==> config.mk <==
export PLATFORM = sky130hd
export DESIGN_NAME = fruit_catch_ctrl
export DESIGN_NICKNAME = d
export VERILOG_FILES = /design/src/rtl/fruit_catch_ctrl.sv
export SDC_FILE = /design/constraint.sdc
export NUM_CORES = 1
export LEC_CHECK = 0
export ABC_AREA = 1
export CAP_MARGIN = 20
export CORE_AREA = 4 4 97 99
export DETAILED_ROUTE_END_ITERATION = 10
export DIE_AREA = 0 0 101 103
export GPL_ROUTABILITY_DRIVEN = 0
export HOLD_SLACK_MARGIN = 0.12
export PLACE_DENSITY = 0.83
export SETUP_SLACK_MARGIN = 0.1
export SLEW_MARGIN = 30
export SYNTH_ARGS = -nofsm -noshare
export SYNTH_HDL_FRONTEND = slang
export SYNTH_SLANG_ARGS = --single-unit
==> constraint.sdc <==
create_clock -name clk -period 4.4 [get_ports clk]
set_input_delay 0.44 -clock clk [delete_from_list [all_inputs] [get_ports clk]]
set_output_delay 0.44 -clock clk [all_outputs]
set_load 0.02 [all_outputs]
==> src/rtl/fruit_catch_ctrl.sv <==
// Per-frame fruit collision scheduler: scans one slot per clock against the latched
// character position, pulses hits/despawns and keeps a saturating score. Optional HIT_COMBO_EN.
module fruit_catch_ctrl #(
  parameter int NUM_FRUIT = 7,
  parameter int COORD_W   = 7,
  parameter int SCORE_W   = 8
) (
  input  logic                           clk,
  input  logic                           reset,
  input  logic                           frame_tick,
  input  logic [COORD_W-1:0]             char_x,
  input  logic [COORD_W-1:0]             char_y,
  input  logic [NUM_FRUIT*COORD_W-1:0]   fruit_x,
  input  logic [NUM_FRUIT*COORD_W-1:0]   fruit_y,
  input  logic [NUM_FRUIT*3-1:0]         fruit_colour,
  input  logic [NUM_FRUIT-1:0]           fruit_valid,
  output logic                           busy,
  output logic                           hit_valid,
  output logic [$clog2(NUM_FRUIT)-1:0]   hit_idx,
  output logic [2:0]                     hit_colour,
  output logic [NUM_FRUIT-1:0]           clear_mask,
  output logic                           scan_done,
  output logic [SCORE_W-1:0]             score
);

  localparam int IDX_W = $clog2(NUM_FRUIT);
  localparam int EXT_W = SCORE_W + 2;

  localparam logic [1:0] IDLE = 2'd0;
  localparam logic [1:0] SCAN = 2'd1;
  localparam logic [1:0] HIT  = 2'd2;
  localparam logic [1:0] DONE = 2'd3;

  localparam logic [IDX_W-1:0] LAST_IDX = IDX_W'(NUM_FRUIT - 1);

  logic [1:0]         state;
  logic [IDX_W-1:0]   idx;
  logic [COORD_W-1:0] cx;
  logic [COORD_W-1:0] cy;

  logic [COORD_W-1:0] slot_x;
  logic [COORD_W-1:0] slot_y;
  logic [2:0]         slot_colour;
  logic               slot_valid;
  logic               slot_hit;
  logic               last_slot;

  logic signed [EXT_W-1:0] delta;
  logic signed [EXT_W-1:0] bonus;
  logic signed [EXT_W-1:0] sum;
  logic [SCORE_W-1:0]      score_next;

  // Single shared compare datapath, steered by the scan index
  always_comb begin
    slot_x      = fruit_x[int'(idx)*COORD_W +: COORD_W];
    slot_y      = fruit_y[int'(idx)*COORD_W +: COORD_W];
    slot_colour = fruit_colour[int'(idx)*3 +: 3];
    slot_valid  = fruit_valid[idx];
    slot_hit    = slot_valid && (slot_x == cx) && (slot_y == cy) && (slot_colour != 3'b111);
    last_slot   = (idx == LAST_IDX);
  end

`ifdef HIT_COMBO_EN
  logic had_hit;

  // Remembers whether this scan already scored a hit, so later positive hits earn a bonus
  always_ff @(posedge clk) begin
    if (reset) begin
      had_hit <= 1'b0;
    end else if (state == IDLE && frame_tick) begin
      had_hit <= 1'b0;
    end else if (state == HIT) begin
      had_hit <= 1'b1;
    end
  end
`endif

  always_comb begin
    case (hit_colour)
      3'b000:  delta = EXT_W'(1);
      3'b001:  delta = EXT_W'(2);
      3'b010:  delta = EXT_W'(3);
      3'b011:  delta = EXT_W'(4);
      3'b100:  delta = EXT_W'(-1);
      3'b101:  delta = EXT_W'(5);
      3'b110:  delta = EXT_W'(-2);
      default: delta = '0;
    endcase
    bonus = '0;
`ifdef HIT_COMBO_EN
    if (had_hit && !delta[EXT_W-1] && (delta != '0)) begin
      bonus = EXT_W'(1);
    end
`endif
    sum = $signed({2'b00, score}) + delta + bonus;
    // Sign bit means underflow; bit SCORE_W set on a non-negative sum means overflow
    if (sum[EXT_W-1]) begin
      score_next = '0;
    end else if (sum[SCORE_W]) begin
      score_next = '1;
    end else begin
      score_next = sum[SCORE_W-1:0];
    end
  end

  always_ff @(posedge clk) begin
    if (reset) begin
      state      <= IDLE;
      idx        <= '0;
      cx         <= '0;
      cy         <= '0;
      busy       <= 1'b0;
      hit_valid  <= 1'b0;
      hit_idx    <= '0;
      hit_colour <= '0;
      clear_mask <= '0;
      scan_done  <= 1'b0;
      score      <= '0;
    end else begin
      hit_valid  <= 1'b0;
      clear_mask <= '0;
      scan_done  <= 1'b0;
      case (state)
        IDLE: begin
          if (frame_tick) begin
            cx    <= char_x;
            cy    <= char_y;
            idx   <= '0;
            busy  <= 1'b1;
            state <= SCAN;
          end
        end
        SCAN: begin
          if (slot_hit) begin
            hit_valid  <= 1'b1;
            hit_idx    <= idx;
            hit_colour <= slot_colour;
            clear_mask <= NUM_FRUIT'(1) << idx;
            state      <= HIT;
          end else if (last_slot) begin
            scan_done <= 1'b1;
            state     <= DONE;
          end else begin
            idx <= idx + 1'b1;
          end
        end
        HIT: begin
          score <= score_next;
          if (last_slot) begin
            scan_done <= 1'b1;
            state     <= DONE;
          end else begin
            idx   <= idx + 1'b1;
            state <= SCAN;
          end
        end
        default: begin
          busy  <= 1'b0;
          state <= IDLE;
        end
      endcase
    end
  end

endmodule

Word level (Yosys, flattened, before mapping) --
Cells that the tools add are included.
Storage, ports and cells: flip-flop bits (word level) 43, input bits 143, word-level logic and storage cells 72
Operators by class: add/sub/neg operators 2, $mul 2, order comparisons 1, equal/unequal tests 15, shift-type cells 4, mux-type cells 20, bitwise operators 3, reductions and logical operators 14
Operators by type and width (number):
- $pmux 10 s7 | 1
- $shiftx 49x32->7 | 1
- $shiftx 49x7->7 | 1
- $shiftx 21x6->3 | 1
- $mux 8 | 2
- $eq 7x7->1 | 2
- $eq 3x3->1 const B | 4
- $add 9x10->10 | 1
- $mux 3 | 3
- $pmux 3 s3 | 1
- $mux 2 | 4
- $reduce_and 2->1 | 4
- $shl 1x3->7 const A | 1
- $eq 3x2->1 const B | 2
- $mul 3x3->6 const B | 1
- $ne 3x3->1 const B | 2
- $pmux 2 s3 | 1
- $mul 3x2->5 const B | 1
- $mux 1 | 5
- $lt 3x4->1 const B | 1
- $ne 2x2->1 const B | 2
- $pmux 1 s2 | 2
- $reduce_or 2->1 | 2
- $add 3x1->3 const B | 1
- 11 further kinds | 15

Longest topological paths before layout --
word-level depth 8, mapped depth 19, gate-level depth less buffers 18

Worst setup path after synthesis --
No wires, ideal clock.
path kind reg-to-reg, start point register hit_colour[2], end point register score[2], library setup time 132 ps, data arrival time 2612 ps, required time 4268 ps, slack 1656 ps, stages on the path, launching flop included 16, path through dfxtp_1 inv_1 nor2_1 nor3_1 a21oi_1 fa_1 nand2_1 inv_1 nor2_1 o21bai_1 nand4_1 nand2_1 xor2_1 o21ai_0 nand3_1 a21oi_1
On the way: word-level cells in the longest chain between the ends 5, elaborated cells between the ends (all ways) 11
RTL lines:
- from (decl) | RTL line 20 | output logic [2:0] hit_colour,
- from (signal assigned) | RTL line 137 | hit_colour <= slot_colour;
- $eq 3x3->1 (tied with other cells) | RTL line 79 | case (hit_colour)
- $pmux 10 s7 (*) | RTL line 79
- $add 9x10->10 (*) | RTL line 95 | sum = $signed({2'b00, score}) + delta + bonus;
- $mux 8 | RTL line 99 | end else if (sum[SCORE_W]) begin
- $mux 8 (*) | RTL line 97 | if (sum[EXT_W-1]) begin
- to (signal assigned) | RTL line 148 | score <= score_next;
- to (decl) | RTL line 23 | output logic [SCORE_W-1:0] score
Mark *: on every way between the ends. The rest lies on a longest branch, timed or not. A chain may end at the register's enable or synchronous reset.

Worst setup path in the final report --
start point register hit_colour[2], end point register score[3]
Same word-level chain as after synthesis.

==> out/results.ini <==
[run_status]
status=completed

[clock_tree]
cts_tree=done
clock_latency_ns=0.31
clock-sinks=43
ctsHtreeMaxLevel=2
holdBufCountCts=0
cts_resized=0
cts-root-buf=clkbuf_8
clock_path_buffers=2
cts_setup_buffers=0
path_clk_slew_ns=0.09
numCtsBuffers=5

[setup_path]
path_buf_inv=1
path_delay_family=simple AND/OR/NAND/NOR gates
cp.arrival_ns=3.54
crit_fanout=9
end_kind=flip-flop
critPathRequiredTime_ns=4.63
cp-start-kind=flip-flop
crit_path_frequent_cell=a21oi_1
path_class=reg -> reg
worstPathCellList=inv_1 -> nor2_1 -> nor3_1 -> a21oi_1 -> ha_1 -> nand3_1 -> nand2_1 -> nand2_1 -> o211ai_1 -> a21oi_1 -> xor2_1 -> nand3_1 -> a21oi_1
crit_slowest_cell=xor2_1
max_stage_delay_ns=0.57

[layout]
synthToLayoutAreaGrowth_pct=44.2
antennaDiodeCount=0
mostFrequentLayoutCell=nand2_1
final_net_count=1013
drive_gt1_frac=0.0364
layoutNonFillerInstCount=960
final_cell_mix=nand2_1, clkdlybuf4s50_1, inv_1, nand3_1, nor2_1

[route]
wl_um=13700
final_antenna_net_count=0
routedLengthMet1_um=5750
drtIter0Drc=360
drc_errors=0
drt_first_pass_iters=5
wl_per_cell_um=14.2
maxUsedRoutingLayer=met4
post_drt_via_cell_ratio=5.01
wl_met3_um=1200
vias=4809
routed-wl-met2_um=6490

[timing]
finalMaxSlewViolations=0
max_slew_margin=0.370
rsz0062_at_grt=false
finalHoldViolations=0
setup_viol=0
fin_crit_ns=3.32
totalNegativeSetupSlack_ns=0
max_freq_mhz=302
period_share=0.753
finClkSkew_ns=0.0109
tightestPinTransition_ns=0.944

[floorplan]
placeableCoreArea_sq_um=8550
die-area_sq_um=10400
ios=167
die_w_um=101
start_util=0.463
die_h_um=103
std_cell_rows=34

[power]
vdd_ir_drop_max_v=0.000269
powerDensity_nw_per_um2=373
p_leak_nw=2.82

[synthesis]
yosys_register_bits=43
synth_enable_flop_cells=0
seq_area_frac_synth=0.218
syn_avg_cell_area_sq_um=5.61
async_flop_share=0
post_synth_num_cell_types=34
syn_area_sq_um=3960
synth_ff_type=dfxtp_1
synth_fp_nets=868
yosysWarnings=0
syn_inst=706

[run]
cap_violations=0

[global_routing]
grt_max_degree=60
grt_pass1_wl_um=21500
grt_pass1_vias=4546
antenna_found_initial=0
grt_overflow=0
grt_usage=0.258

[place]
dpl.hpwl_um=10800
place_inst=952
port_buffers=166

[hold_path]
hold_path.class=reg -> reg

-- kinds of logic (layout without fill, tap and decap cells) --
| family | after synthesis | in the layout | synth area share |
|---|---|---|---|
| AND/OR/NAND/NOR | 438 | 438 | 0.475 |
| AO/OA/AOI/OAI | 60 | 60 | 0.0819 |
| buffers and inverters | 139 | 285 | 0.149 |
| flip-flops | 43 | 43 | 0.218 |
| adder cells (fa/ha/maj) | 19 | 19 | 0.0620 |
| XOR/XNOR | 7 | 7 | 0.0155 |
-- cell usage after synthesis (all sizes together), types with 3 or more instances --
| master | instances | area, sq um |
|---|---|---|
| nand2 | 259 | 975 |
| inv | 107 | 402 |
| nand3 | 84 | 433 |
| nor2 | 65 | 249 |
| dfxtp | 43 | 861 |
| o21ai | 29 | 156 |
| a21oi | 26 | 130 |
| buf | 23 | 153 |
| ha | 18 | 225 |
| nand3b | 12 | 90.1 |
| nor3 | 9 | 75.1 |
| clkbuf | 8 | 30.0 |
| xor2 | 7 | 61.3 |
| nand4 | 5 | 31.3 |
| or2 | 3 | 18.8 |
-- flip-flops by register name, summed over array words and instances (netlist names), 2 cells and up --
| signal | cells |
|---|---|
| idx | 3 |
| clear_mask | 7 |
| state | 2 |
| score | 8 |
| cy | 7 |
| cx | 7 |
| hit_idx | 3 |
| hit_colour | 3 |
-- cell type report --
cell class | count | area (sq um)
clock inverters | 3 | 43.8
repair buffers | 169 | 1680
clock buffers | 5 | 68.8
flip-flops and latches | 43 | 862
well taps | 108 | 135
multi-input cells | 524 | 2510
inverters | 108 | 405
fillers | 766 | 2840
-- worst reg2reg max path, stage by stage (launching register included) --
cell and delay, ns:
dfxtp_1 0.41, inv_1 0.08, nor2_1 0.52, nor3_1 0.12, a21oi_1 0.29, ha_1 0.30, nand3_1 0.08, nand2_1 0.11
nand2_1 0.09, o211ai_1 0.13, a21oi_1 0.20, xor2_1 0.57, nand3_1 0.17, a21oi_1 0.18
-- metal layers --
layer	vias up	track usage
met5	-	0
met4	0	0.0573
met3	22	0.0447
met2	186	0.457
met1	2131	0.328
li1	2470	-
-- stage by stage --
stage / cell area, sq um / power [mW] / hold WS, ns / setup WS, ns / utilization
3_5_place_dp: 5600 / 1.81 / 0.472 / 1.12 / 0.654
4_1_cts: 5710 / 2.12 / 0.491 / 1.12 / 0.668
6_report: 5710 / 2.13 / 0.490 / 1.08 / 0.668
2_1_floorplan: 3960 / 1.48 / 0.444 / 1.66 / -
3_3_place_gp: 5600 / 1.78 / 0.465 / 1.32 / 0.654
5_1_grt: 5710 / 2.34 / 0.520 / 0.788 / 0.668
-- worst paths after layout --
check                startpoint        to  slack [ns]  cells after the start
setup / recovery  hit_colour[2]  score[3]        1.08                     13
hold / removal            cx[5]     cx[5]        0.49                      2
setup reg to reg  hit_colour[2]  score[3]        1.08                     13
hold reg to reg           cx[5]     cx[5]        0.49                      2
-- report_power, final --
part | switching (mW) | internal (mW) | leakage, nW
Clock | 0.146 | 0.169 | 0.0581
Combinational | 0.811 | 0.489 | 2.42
Sequential | 0.0691 | 0.446 | 0.351
No activity file was read; power rests on OpenSTA's default activity.
